--- src/rtl/dram_cmd_sequencer_pkg.sv ---
// Shared types and widths for the DRAM command sequencer slice.
package dram_cmd_sequencer_pkg;

  localparam int BEAT_W     = 144;
  localparam int BE_W       = 18;
  localparam int BURST_W    = 288;
  localparam int BURST_BE_W = 36;
  localparam int ADDR_W     = 30;
  localparam int CMD_ADDR_W = 32;
  localparam int OUT_CNT_W  = 8;

  // One whole-burst host request as stored in the request FIFO.
  typedef struct packed {
    logic                  rnw;
    logic [ADDR_W-1:0]     addr;
    logic [BURST_W-1:0]    data;
    logic [BURST_BE_W-1:0] be;
  } req_t;

  // IDLE holds beat1 (or idle values); CMD presents beat0 with the strobe.
  typedef enum logic {
    IDLE,
    CMD
  } state_t;

endpackage

--- src/rtl/dram_cmd_sequencer_if.sv ---
// Host request/response and DRAM controller signals of the sequencer.
// master is the sequencer side, slave is the host/controller side.
interface dram_cmd_sequencer_if;
  import dram_cmd_sequencer_pkg::*;

  logic                  req_valid;
  logic                  req_ready;
  logic                  req_rnw;
  logic [ADDR_W-1:0]     req_addr;
  logic [BURST_W-1:0]    req_data;
  logic [BURST_BE_W-1:0] req_be;

  logic [BEAT_W-1:0]     rsp_data;
  logic                  rsp_valid;
  logic                  rsp_last;
  logic [OUT_CNT_W-1:0]  rd_outstanding;

  logic [CMD_ADDR_W-1:0] dram_cmd_addr;
  logic                  dram_cmd_rnw;
  logic                  dram_cmd_valid;
  logic [BEAT_W-1:0]     dram_wr_data;
  logic [BE_W-1:0]       dram_wr_be;
  logic [BEAT_W-1:0]     dram_rd_data;
  logic                  dram_rd_valid;
  logic                  dram_ready;

  modport master (
    input  req_valid, req_rnw, req_addr, req_data, req_be,
    input  dram_rd_data, dram_rd_valid, dram_ready,
    output req_ready, rsp_data, rsp_valid, rsp_last, rd_outstanding,
    output dram_cmd_addr, dram_cmd_rnw, dram_cmd_valid, dram_wr_data, dram_wr_be
  );

  modport slave (
    output req_valid, req_rnw, req_addr, req_data, req_be,
    output dram_rd_data, dram_rd_valid, dram_ready,
    input  req_ready, rsp_data, rsp_valid, rsp_last, rd_outstanding,
    input  dram_cmd_addr, dram_cmd_rnw, dram_cmd_valid, dram_wr_data, dram_wr_be
  );

endinterface

--- src/rtl/dram_req_fifo.sv ---
// First-word-fall-through request FIFO; head is visible whenever not empty.
// A push while full is dropped, even if a pop happens in the same cycle.
module dram_req_fifo
  import dram_cmd_sequencer_pkg::*;
#(
  parameter int DEPTH = 4
) (
  input  logic clk_i,
  input  logic rst_ni,
  input  logic push_i,
  input  req_t data_i,
  input  logic pop_i,
  output req_t data_o,
  output logic full_o,
  output logic empty_o
);

  localparam int PTR_W = (DEPTH > 1) ? $clog2(DEPTH) : 1;

  req_t             mem_q [DEPTH];
  logic [PTR_W-1:0] wrPtr_q;
  logic [PTR_W-1:0] rdPtr_q;
  logic [PTR_W:0]   count_q;
  logic             doPush;
  logic             doPop;

  assign full_o  = (count_q == (PTR_W + 1)'(DEPTH));
  assign empty_o = (count_q == '0);
  assign doPush  = push_i && !full_o;
  assign doPop   = pop_i && !empty_o;
  assign data_o  = mem_q[rdPtr_q];

  // Entry storage needs no reset; occupancy alone decides what is valid.
  always_ff @(posedge clk_i) begin
    if (doPush) begin
      mem_q[wrPtr_q] <= data_i;
    end
  end

  // Pointers and occupancy; power-of-two depth lets the pointers wrap freely.
  always_ff @(posedge clk_i) begin
    if (!rst_ni) begin
      wrPtr_q <= '0;
      rdPtr_q <= '0;
      count_q <= '0;
    end else begin
      if (doPush) begin
        wrPtr_q <= wrPtr_q + PTR_W'(1);
      end
      if (doPop) begin
        rdPtr_q <= rdPtr_q + PTR_W'(1);
      end
      case ({doPush, doPop})
        2'b10:   count_q <= count_q + (PTR_W + 1)'(1);
        2'b01:   count_q <= count_q - (PTR_W + 1)'(1);
        default: count_q <= count_q;
      endcase
    end
  end

endmodule

--- src/rtl/dram_cmd_sequencer.sv ---
// Turns queued whole-burst requests into the controller's two-beat command
// protocol, limits reads in flight and tags read-return beats first/last.
module dram_cmd_sequencer
  import dram_cmd_sequencer_pkg::*;
#(
  parameter int REQ_FIFO_DEPTH     = 4,
  parameter int MAX_RD_OUTSTANDING = 8
) (
  input logic                   dram_clk,
  input logic                   dram_rst_n,
  dram_cmd_sequencer_if.master  bus
);

  req_t                  reqIn;
  req_t                  head;
  logic                  fifoFull;
  logic                  fifoEmpty;
  logic                  rdLimitOk;
  logic                  launch;

  state_t                state_q, state_d;
  logic                  cmdValid_q, cmdValid_d;
  logic [CMD_ADDR_W-1:0] cmdAddr_q, cmdAddr_d;
  logic                  cmdRnw_q, cmdRnw_d;
  logic [BEAT_W-1:0]     wrData_q, wrData_d;
  logic [BE_W-1:0]       wrBe_q, wrBe_d;
  logic [BEAT_W-1:0]     holdData_q, holdData_d;
  logic [BE_W-1:0]       holdBe_q, holdBe_d;

  logic [OUT_CNT_W-1:0]  rdOut_q, rdOut_d;
  logic                  parity_q, parity_d;
  logic                  rspValid_q, rspValid_d;
  logic [BEAT_W-1:0]     rspData_q, rspData_d;
  logic                  rspLast_q, rspLast_d;

  assign reqIn = '{bus.req_rnw, bus.req_addr, bus.req_data, bus.req_be};

  dram_req_fifo #(
    .DEPTH (REQ_FIFO_DEPTH)
  ) u_fifo (
    .clk_i   (dram_clk),
    .rst_ni  (dram_rst_n),
    .push_i  (bus.req_valid),
    .data_i  (reqIn),
    .pop_i   (launch),
    .data_o  (head),
    .full_o  (fifoFull),
    .empty_o (fifoEmpty)
  );

  assign rdLimitOk = (rdOut_q < OUT_CNT_W'(MAX_RD_OUTSTANDING));
  assign launch    = (state_q == IDLE) && !fifoEmpty && bus.dram_ready &&
                     (!head.rnw || rdLimitOk);

  // Next state and command beats: beat0 at launch, held beat1 one cycle later.
  always_comb begin
    state_d    = state_q;
    cmdValid_d = 1'b0;
    cmdAddr_d  = cmdAddr_q;
    cmdRnw_d   = cmdRnw_q;
    wrData_d   = wrData_q;
    wrBe_d     = wrBe_q;
    holdData_d = holdData_q;
    holdBe_d   = holdBe_q;
    case (state_q)
      IDLE: begin
        if (launch) begin
          state_d    = CMD;
          cmdValid_d = 1'b1;
          cmdAddr_d  = {head.addr, 2'b00};
          cmdRnw_d   = head.rnw;
          wrData_d   = head.data[BEAT_W-1:0];
          wrBe_d     = head.rnw ? '0 : head.be[BE_W-1:0];
          holdData_d = head.data[BURST_W-1:BEAT_W];
          holdBe_d   = head.rnw ? '0 : head.be[BURST_BE_W-1:BE_W];
        end
      end
      CMD: begin
        state_d  = IDLE;
        wrData_d = holdData_q;
        wrBe_d   = holdBe_q;
      end
      default: begin
        state_d = IDLE;
      end
    endcase
  end

  // Read bookkeeping and the one-cycle response pipeline with first/last tag.
  always_comb begin
    rdOut_d = rdOut_q;
    case ({launch && head.rnw, bus.dram_rd_valid && parity_q})
      2'b10:   rdOut_d = rdOut_q + OUT_CNT_W'(1);
      2'b01:   rdOut_d = rdOut_q - OUT_CNT_W'(1);
      default: rdOut_d = rdOut_q;
    endcase
    parity_d   = parity_q ^ bus.dram_rd_valid;
    rspValid_d = bus.dram_rd_valid;
    rspData_d  = bus.dram_rd_data;
    rspLast_d  = bus.dram_rd_valid && parity_q;
  end

  // FSM state register.
  always_ff @(posedge dram_clk) begin
    if (!dram_rst_n) begin
      state_q <= IDLE;
    end else begin
      state_q <= state_d;
    end
  end

  // Command-side output and beat1 holding registers.
  always_ff @(posedge dram_clk) begin
    if (!dram_rst_n) begin
      cmdValid_q <= 1'b0;
      cmdAddr_q  <= '0;
      cmdRnw_q   <= 1'b0;
      wrData_q   <= '0;
      wrBe_q     <= '0;
      holdData_q <= '0;
      holdBe_q   <= '0;
    end else begin
      cmdValid_q <= cmdValid_d;
      cmdAddr_q  <= cmdAddr_d;
      cmdRnw_q   <= cmdRnw_d;
      wrData_q   <= wrData_d;
      wrBe_q     <= wrBe_d;
      holdData_q <= holdData_d;
      holdBe_q   <= holdBe_d;
    end
  end

  // Response-side registers and outstanding-read counter.
  always_ff @(posedge dram_clk) begin
    if (!dram_rst_n) begin
      rdOut_q    <= '0;
      parity_q   <= 1'b0;
      rspValid_q <= 1'b0;
      rspData_q  <= '0;
      rspLast_q  <= 1'b0;
    end else begin
      rdOut_q    <= rdOut_d;
      parity_q   <= parity_d;
      rspValid_q <= rspValid_d;
      rspData_q  <= rspData_d;
      rspLast_q  <= rspLast_d;
    end
  end

  assign bus.req_ready      = !fifoFull;
  assign bus.dram_cmd_valid = cmdValid_q;
  assign bus.dram_cmd_addr  = cmdAddr_q;
  assign bus.dram_cmd_rnw   = cmdRnw_q;
  assign bus.dram_wr_data   = wrData_q;
  assign bus.dram_wr_be     = wrBe_q;
  assign bus.rd_outstanding = rdOut_q;
  assign bus.rsp_valid      = rspValid_q;
  assign bus.rsp_data       = rspData_q;
  assign bus.rsp_last       = rspLast_q;

endmodule
--- src/flat_wrapper.sv ---
// flat-port wrapper written by rule: the top's interface ports become plain ports
module dram_cmd_sequencer_flat import dram_cmd_sequencer_pkg::*;
#(
  parameter int REQ_FIFO_DEPTH     = 4,
  parameter int MAX_RD_OUTSTANDING = 8
)
  (dram_clk, dram_rst_n, bus_req_valid, bus_req_rnw, bus_req_addr, bus_req_data, bus_req_be, bus_dram_rd_data, bus_dram_rd_valid, bus_dram_ready, bus_req_ready, bus_rsp_data, bus_rsp_valid, bus_rsp_last, bus_rd_outstanding, bus_dram_cmd_addr, bus_dram_cmd_rnw, bus_dram_cmd_valid, bus_dram_wr_data, bus_dram_wr_be);
  dram_cmd_sequencer_if bus_i ();
  input logic dram_clk;
  input logic dram_rst_n;
  input wire logic [$bits(bus_i.req_valid)-1:0] bus_req_valid;
  input wire logic [$bits(bus_i.req_rnw)-1:0] bus_req_rnw;
  input wire logic [$bits(bus_i.req_addr)-1:0] bus_req_addr;
  input wire logic [$bits(bus_i.req_data)-1:0] bus_req_data;
  input wire logic [$bits(bus_i.req_be)-1:0] bus_req_be;
  input wire logic [$bits(bus_i.dram_rd_data)-1:0] bus_dram_rd_data;
  input wire logic [$bits(bus_i.dram_rd_valid)-1:0] bus_dram_rd_valid;
  input wire logic [$bits(bus_i.dram_ready)-1:0] bus_dram_ready;
  output wire logic [$bits(bus_i.req_ready)-1:0] bus_req_ready;
  output wire logic [$bits(bus_i.rsp_data)-1:0] bus_rsp_data;
  output wire logic [$bits(bus_i.rsp_valid)-1:0] bus_rsp_valid;
  output wire logic [$bits(bus_i.rsp_last)-1:0] bus_rsp_last;
  output wire logic [$bits(bus_i.rd_outstanding)-1:0] bus_rd_outstanding;
  output wire logic [$bits(bus_i.dram_cmd_addr)-1:0] bus_dram_cmd_addr;
  output wire logic [$bits(bus_i.dram_cmd_rnw)-1:0] bus_dram_cmd_rnw;
  output wire logic [$bits(bus_i.dram_cmd_valid)-1:0] bus_dram_cmd_valid;
  output wire logic [$bits(bus_i.dram_wr_data)-1:0] bus_dram_wr_data;
  output wire logic [$bits(bus_i.dram_wr_be)-1:0] bus_dram_wr_be;
  assign bus_i.req_valid = bus_req_valid;
  assign bus_i.req_rnw = bus_req_rnw;
  assign bus_i.req_addr = bus_req_addr;
  assign bus_i.req_data = bus_req_data;
  assign bus_i.req_be = bus_req_be;
  assign bus_i.dram_rd_data = bus_dram_rd_data;
  assign bus_i.dram_rd_valid = bus_dram_rd_valid;
  assign bus_i.dram_ready = bus_dram_ready;
  assign bus_req_ready = bus_i.req_ready;
  assign bus_rsp_data = bus_i.rsp_data;
  assign bus_rsp_valid = bus_i.rsp_valid;
  assign bus_rsp_last = bus_i.rsp_last;
  assign bus_rd_outstanding = bus_i.rd_outstanding;
  assign bus_dram_cmd_addr = bus_i.dram_cmd_addr;
  assign bus_dram_cmd_rnw = bus_i.dram_cmd_rnw;
  assign bus_dram_cmd_valid = bus_i.dram_cmd_valid;
  assign bus_dram_wr_data = bus_i.dram_wr_data;
  assign bus_dram_wr_be = bus_i.dram_wr_be;
  dram_cmd_sequencer #(.REQ_FIFO_DEPTH(REQ_FIFO_DEPTH), .MAX_RD_OUTSTANDING(MAX_RD_OUTSTANDING)) u_core (.dram_clk(dram_clk), .dram_rst_n(dram_rst_n), .bus(bus_i));
endmodule
--- config.mk ---
export PLATFORM = sky130hd
export DESIGN_NAME = dram_cmd_sequencer_flat
export DESIGN_NICKNAME = d
export VERILOG_FILES = /design/src/rtl/dram_cmd_sequencer_pkg.sv /design/src/rtl/dram_cmd_sequencer_if.sv /design/src/rtl/dram_req_fifo.sv /design/src/rtl/dram_cmd_sequencer.sv /design/src/flat_wrapper.sv
export SDC_FILE = /design/constraint.sdc
export NUM_CORES = 2
export LEC_CHECK = 0
export CAP_MARGIN = 30
export CORE_MARGIN = 2
export CORE_UTILIZATION = 51
export DETAILED_ROUTE_END_ITERATION = 10
export PLACE_DENSITY = 0.84
export SETUP_SLACK_MARGIN = 0.02
export SLEW_MARGIN = 10
export SYNTH_ARGS = -nofsm -noshare
export SYNTH_HDL_FRONTEND = slang
export SYNTH_SLANG_ARGS = --single-unit
--- constraint.sdc ---
create_clock -name dram_clk -period 21.3 [get_ports dram_clk]
set_input_delay 4.26 -clock dram_clk [delete_from_list [all_inputs] [get_ports dram_clk]]
set_output_delay 4.26 -clock dram_clk [all_outputs]
set_load 0.01 [all_outputs]
==> results.sh <==
export IMPL_status="completed"
export IMPL_grt_first_pass_wirelength_mm=263.7
export IMPL_min_from="u_core.holdData_q[31]"
export IMPL_die_width_um=374.3
export IMPL_cts_tree="done"
export IMPL_yosysSeqAreaShare_pct=75.85
export IMPL_rsz0062_at_grt="false"
export IMPL_fmax_mhz=131.6
export IMPL_syn_avg_cell_area_um2=17.48
export IMPL_wl_mm=182.8
export IMPL_avgRoutedWirePerCell_um=26.78
export IMPL_crit_family="buffers and inverters"
export IMPL_end_kind="flip-flop"
export IMPL_routed_via_count=39850
export IMPL_synth_area_leaders="edfxtp_1, dfxtp_1, mux4_2"
export IMPL_slew_violations=0
export IMPL_final_cell_mix="edfxtp_1, clkdlybuf4s50_1, dfxtp_1"
export IMPL_hold_path_depth=2
export IMPL_period_share_pct=35.68
export IMPL_clk_pin_slew_worst_paths_ps=60
export IMPL_gr_total_overflow=0
export IMPL_dpl_cell_count=6434
export IMPL_cp_start_kind="primary input"
export IMPL_finalCriticalPeriod_ps=7599
export IMPL_clock_latency_ps=820
export IMPL_synth_top_cell_by_area="edfxtp_1"
export IMPL_cpMaxStageDelayCell="buf_4"
export IMPL_hp_class="flip-flop to flip-flop"
export IMPL_critPathRequiredTime_ps=21760
export IMPL_cts_root_buf="clkbuf_16"
export IMPL_async_flop_share_pct=0
export IMPL_yosys_area_top_type_share_pct=60.97
export IMPL_crit_fanout=61
export IMPL_cp_arrival_ps=8050
export IMPL_r2r_slack_ps=16060
export IMPL_yosys_warnings=0
export IMPL_dieArea_mm2=0.1401
export IMPL_finalHoldViolations=0
export IMPL_final_common_cell="edfxtp_1"
export IMPL_gp_congestion=0.9341
export IMPL_first_global_vias=40500
export IMPL_cpMostUsedCell="buf_4"
export IMPL_rr_endpoint="u_core.bus.dram_wr_be[2]"
export IMPL_hpwlAfterDp_mm=108.8
export IMPL_die_h_um=374.3
export IMPL_leakage_nw=28.15
export IMPL_cts_buffers=186
export IMPL_reg2regPathDepth=8
export IMPL_max_clock_path_buffers=3
export IMPL_tightest_slew_ps=1101
export IMPL_ys_seq_elements=1940
export IMPL_fin_hold_ws_ps=449.5
export IMPL_postPlaceCellArea_mm2=0.08010
export IMPL_drive_above_1_share_pct=14.69
export IMPL_ios=855
export IMPL_clkSinkCount=1940
export IMPL_postCtsHoldBufs=0
export IMPL_max_vdd_ir_drop_v=0.0001044
export IMPL_synth_flop_cell="edfxtp_1"
export IMPL_route_detailed_drc=0
export IMPL_crit_type="primary input to flip-flop"
export IMPL_dr_pass1_iters=6
export IMPL_initial_core_util_pct=51.50
export IMPL_cts_resized=0
export IMPL_ant_nets=0
export IMPL_core_region_area_mm2=0.1358
export IMPL_io_buffers=852
export IMPL_nets=5366
export IMPL_synth_edf_count=1420
export IMPL_power_total_w=0.01064
export IMPL_antenna_found_initial=61
export IMPL_synthesis_area_mm2=0.06994
export IMPL_path_cells="clkdlybuf4s50_1 -> and3_4 -> buf_4 -> buf_4 -> buf_4 -> buf_16"
export IMPL_row_count=135
export IMPL_finalSetupTns_ps=0
export IMPL_routed_via_density=5.839
export IMPL_path_buf_inv=5
export IMPL_ys_types=49
export IMPL_post_cts_buffers=0
export IMPL_hold_path_end="u_core.holdData_q[31]"
export IMPL_final_area_mm2=0.08674
export IMPL_cts_max_level=4
export IMPL_critPathMaxStageDelay_ps=860
export IMPL_final_cells=6825
export IMPL_power_density_mw_per_mm2=122.7
export IMPL_synthCells=4001
export IMPL_final_setup_skew_ps=57.03
export IMPL_maxSlewHeadroom_pct=26.62
export IMPL_dr_first_iter_drc_count=4182
export IMPL_track_usage_pct=25.46
export IMPL_drv_cap=0
export IMPL_area_growth_pct=24.01
export IMPL_setup_violations=0
export IMPL_grt_max_degree=135
## how the worst max path moves through the flow
stage                              from                     endpoint  slack (ps)  depth (start not counted)
after global routing      bus_req_valid   u_core.u_fifo.mem_q[0][79]       13550                          6
after detailed placement  bus_req_valid  u_core.u_fifo.mem_q[0][235]       12870                          6
after global placement    bus_req_valid  u_core.u_fifo.mem_q[0][235]       12620                          5
final                     bus_req_valid   u_core.u_fifo.mem_q[0][98]       13700                          6
after floorplan           bus_req_valid    u_core.u_fifo.mem_q[2][0]        8160                          1
after CTS                 bus_req_valid  u_core.u_fifo.mem_q[0][236]       13750                          6
## Yosys cell counts, types with 2 or more instances
library cell,instances
a22oi_1,18
nor2_1,21
buf_2,73
mux4_2,355
nand3_1,7
xnor2_1,5
a221oi_1,8
ha_1,13
fa_1,2
nor3_1,2
o21ai_0,168
and2_1,160
a21oi_1,292
a21boi_0,6
buf_4,19
inv_1,11
dfxtp_1,520
nor2b_1,20
o21a_1,3
xor2_1,3
nand2_1,502
and3_1,7
a21boi_1,171
edfxtp_1,1420
clkbuf_1,149
a221oi_2,11
buf_6,13
## flip-flops by register name (all words and copies together) (netlist names), named ones only
signal and count:
u_core.u_fifo.mem_q 1420, u_core.bus.dram_wr_data 144, u_core.bus.rsp_data 144, u_core.holdData_q 144, u_core.bus.dram_cmd_addr 30, u_core.bus.dram_wr_be 18, u_core.holdBe_q 18, u_core.bus.rd_outstanding 8
u_core.u_fifo.count_q 3, u_core.u_fifo.rdPtr_q 2, u_core.u_fifo.wrPtr_q 2, u_core.bus.dram_cmd_rnw 1, u_core.bus.dram_cmd_valid 1, u_core.bus.rsp_last 1, u_core.bus.rsp_valid 1, u_core.parity_q 1
## worst register-to-register path: stages (launching register included)
cell and delay, ps:
dfxtp_4 900, buf_4 580, buf_12 300, buf_4 730, buf_4 730, buf_4 820, mux4_2 710, a221oi_1 300
nor2_1 80
## layout make-up
type	count	area, um^2
repair buffers	912	9231
well taps	1781	2228
inverters	12	57.56
fillers	8871	49070
diodes	33	82.58
clock buffers	250	5159
flip-flops and latches	1940	53060
multi-input cells	1795	15670
clock inverters	102	1242
## metrics by stage
stage               worst slack, ps  util, %
global route                  13550    63.86
CTS                           13750    63.70
floorplan                      8163        -
global placement              12620    58.89
detailed placement            12870    58.98
finish                        13700    63.87
## power breakdown
part | leakage, nW | internal (W) | switching (W)
Combinational | 7.73 | 0.00109 | 0.00128
Sequential | 17.3 | 0.00460 | 0.000267
Clock | 3.12 | 0.00196 | 0.00144
Total | 28.2 | 0.00765 | 0.00299
## logic make-up (layout without fill, tap and decap cells)
group / Yosys count / in the layout / synth area share [%]
flip-flops: 1940 / 1940 / 75.85
AND/OR/NAND/NOR: 728 / 728 / 4.648
buffers and inverters: 267 / 1276 / 1.805
AO/OA/AOI/OAI: 686 / 686 / 5.855
adder cells (fa/ha/maj): 15 / 15 / 0.2898
XOR/XNOR: 8 / 8 / 0.1002
other: 1 / 35 / 0.005362
multiplexers: 356 / 356 / 11.45
## per-layer routing
| metal | routed length (um) | vias to the layer above | track usage (%) |
|---|---|---|---|
| met4 | 5353 | 54 | 8.932 |
| li1 | - | 17040 | - |
| met1 | 68920 | 20360 | 33.14 |
| met5 | 332 | - | 0 |
| met2 | 90690 | 2043 | 41.51 |
| met3 | 17460 | 352 | 6.808 |
Power figures use the tool's default switching activity.
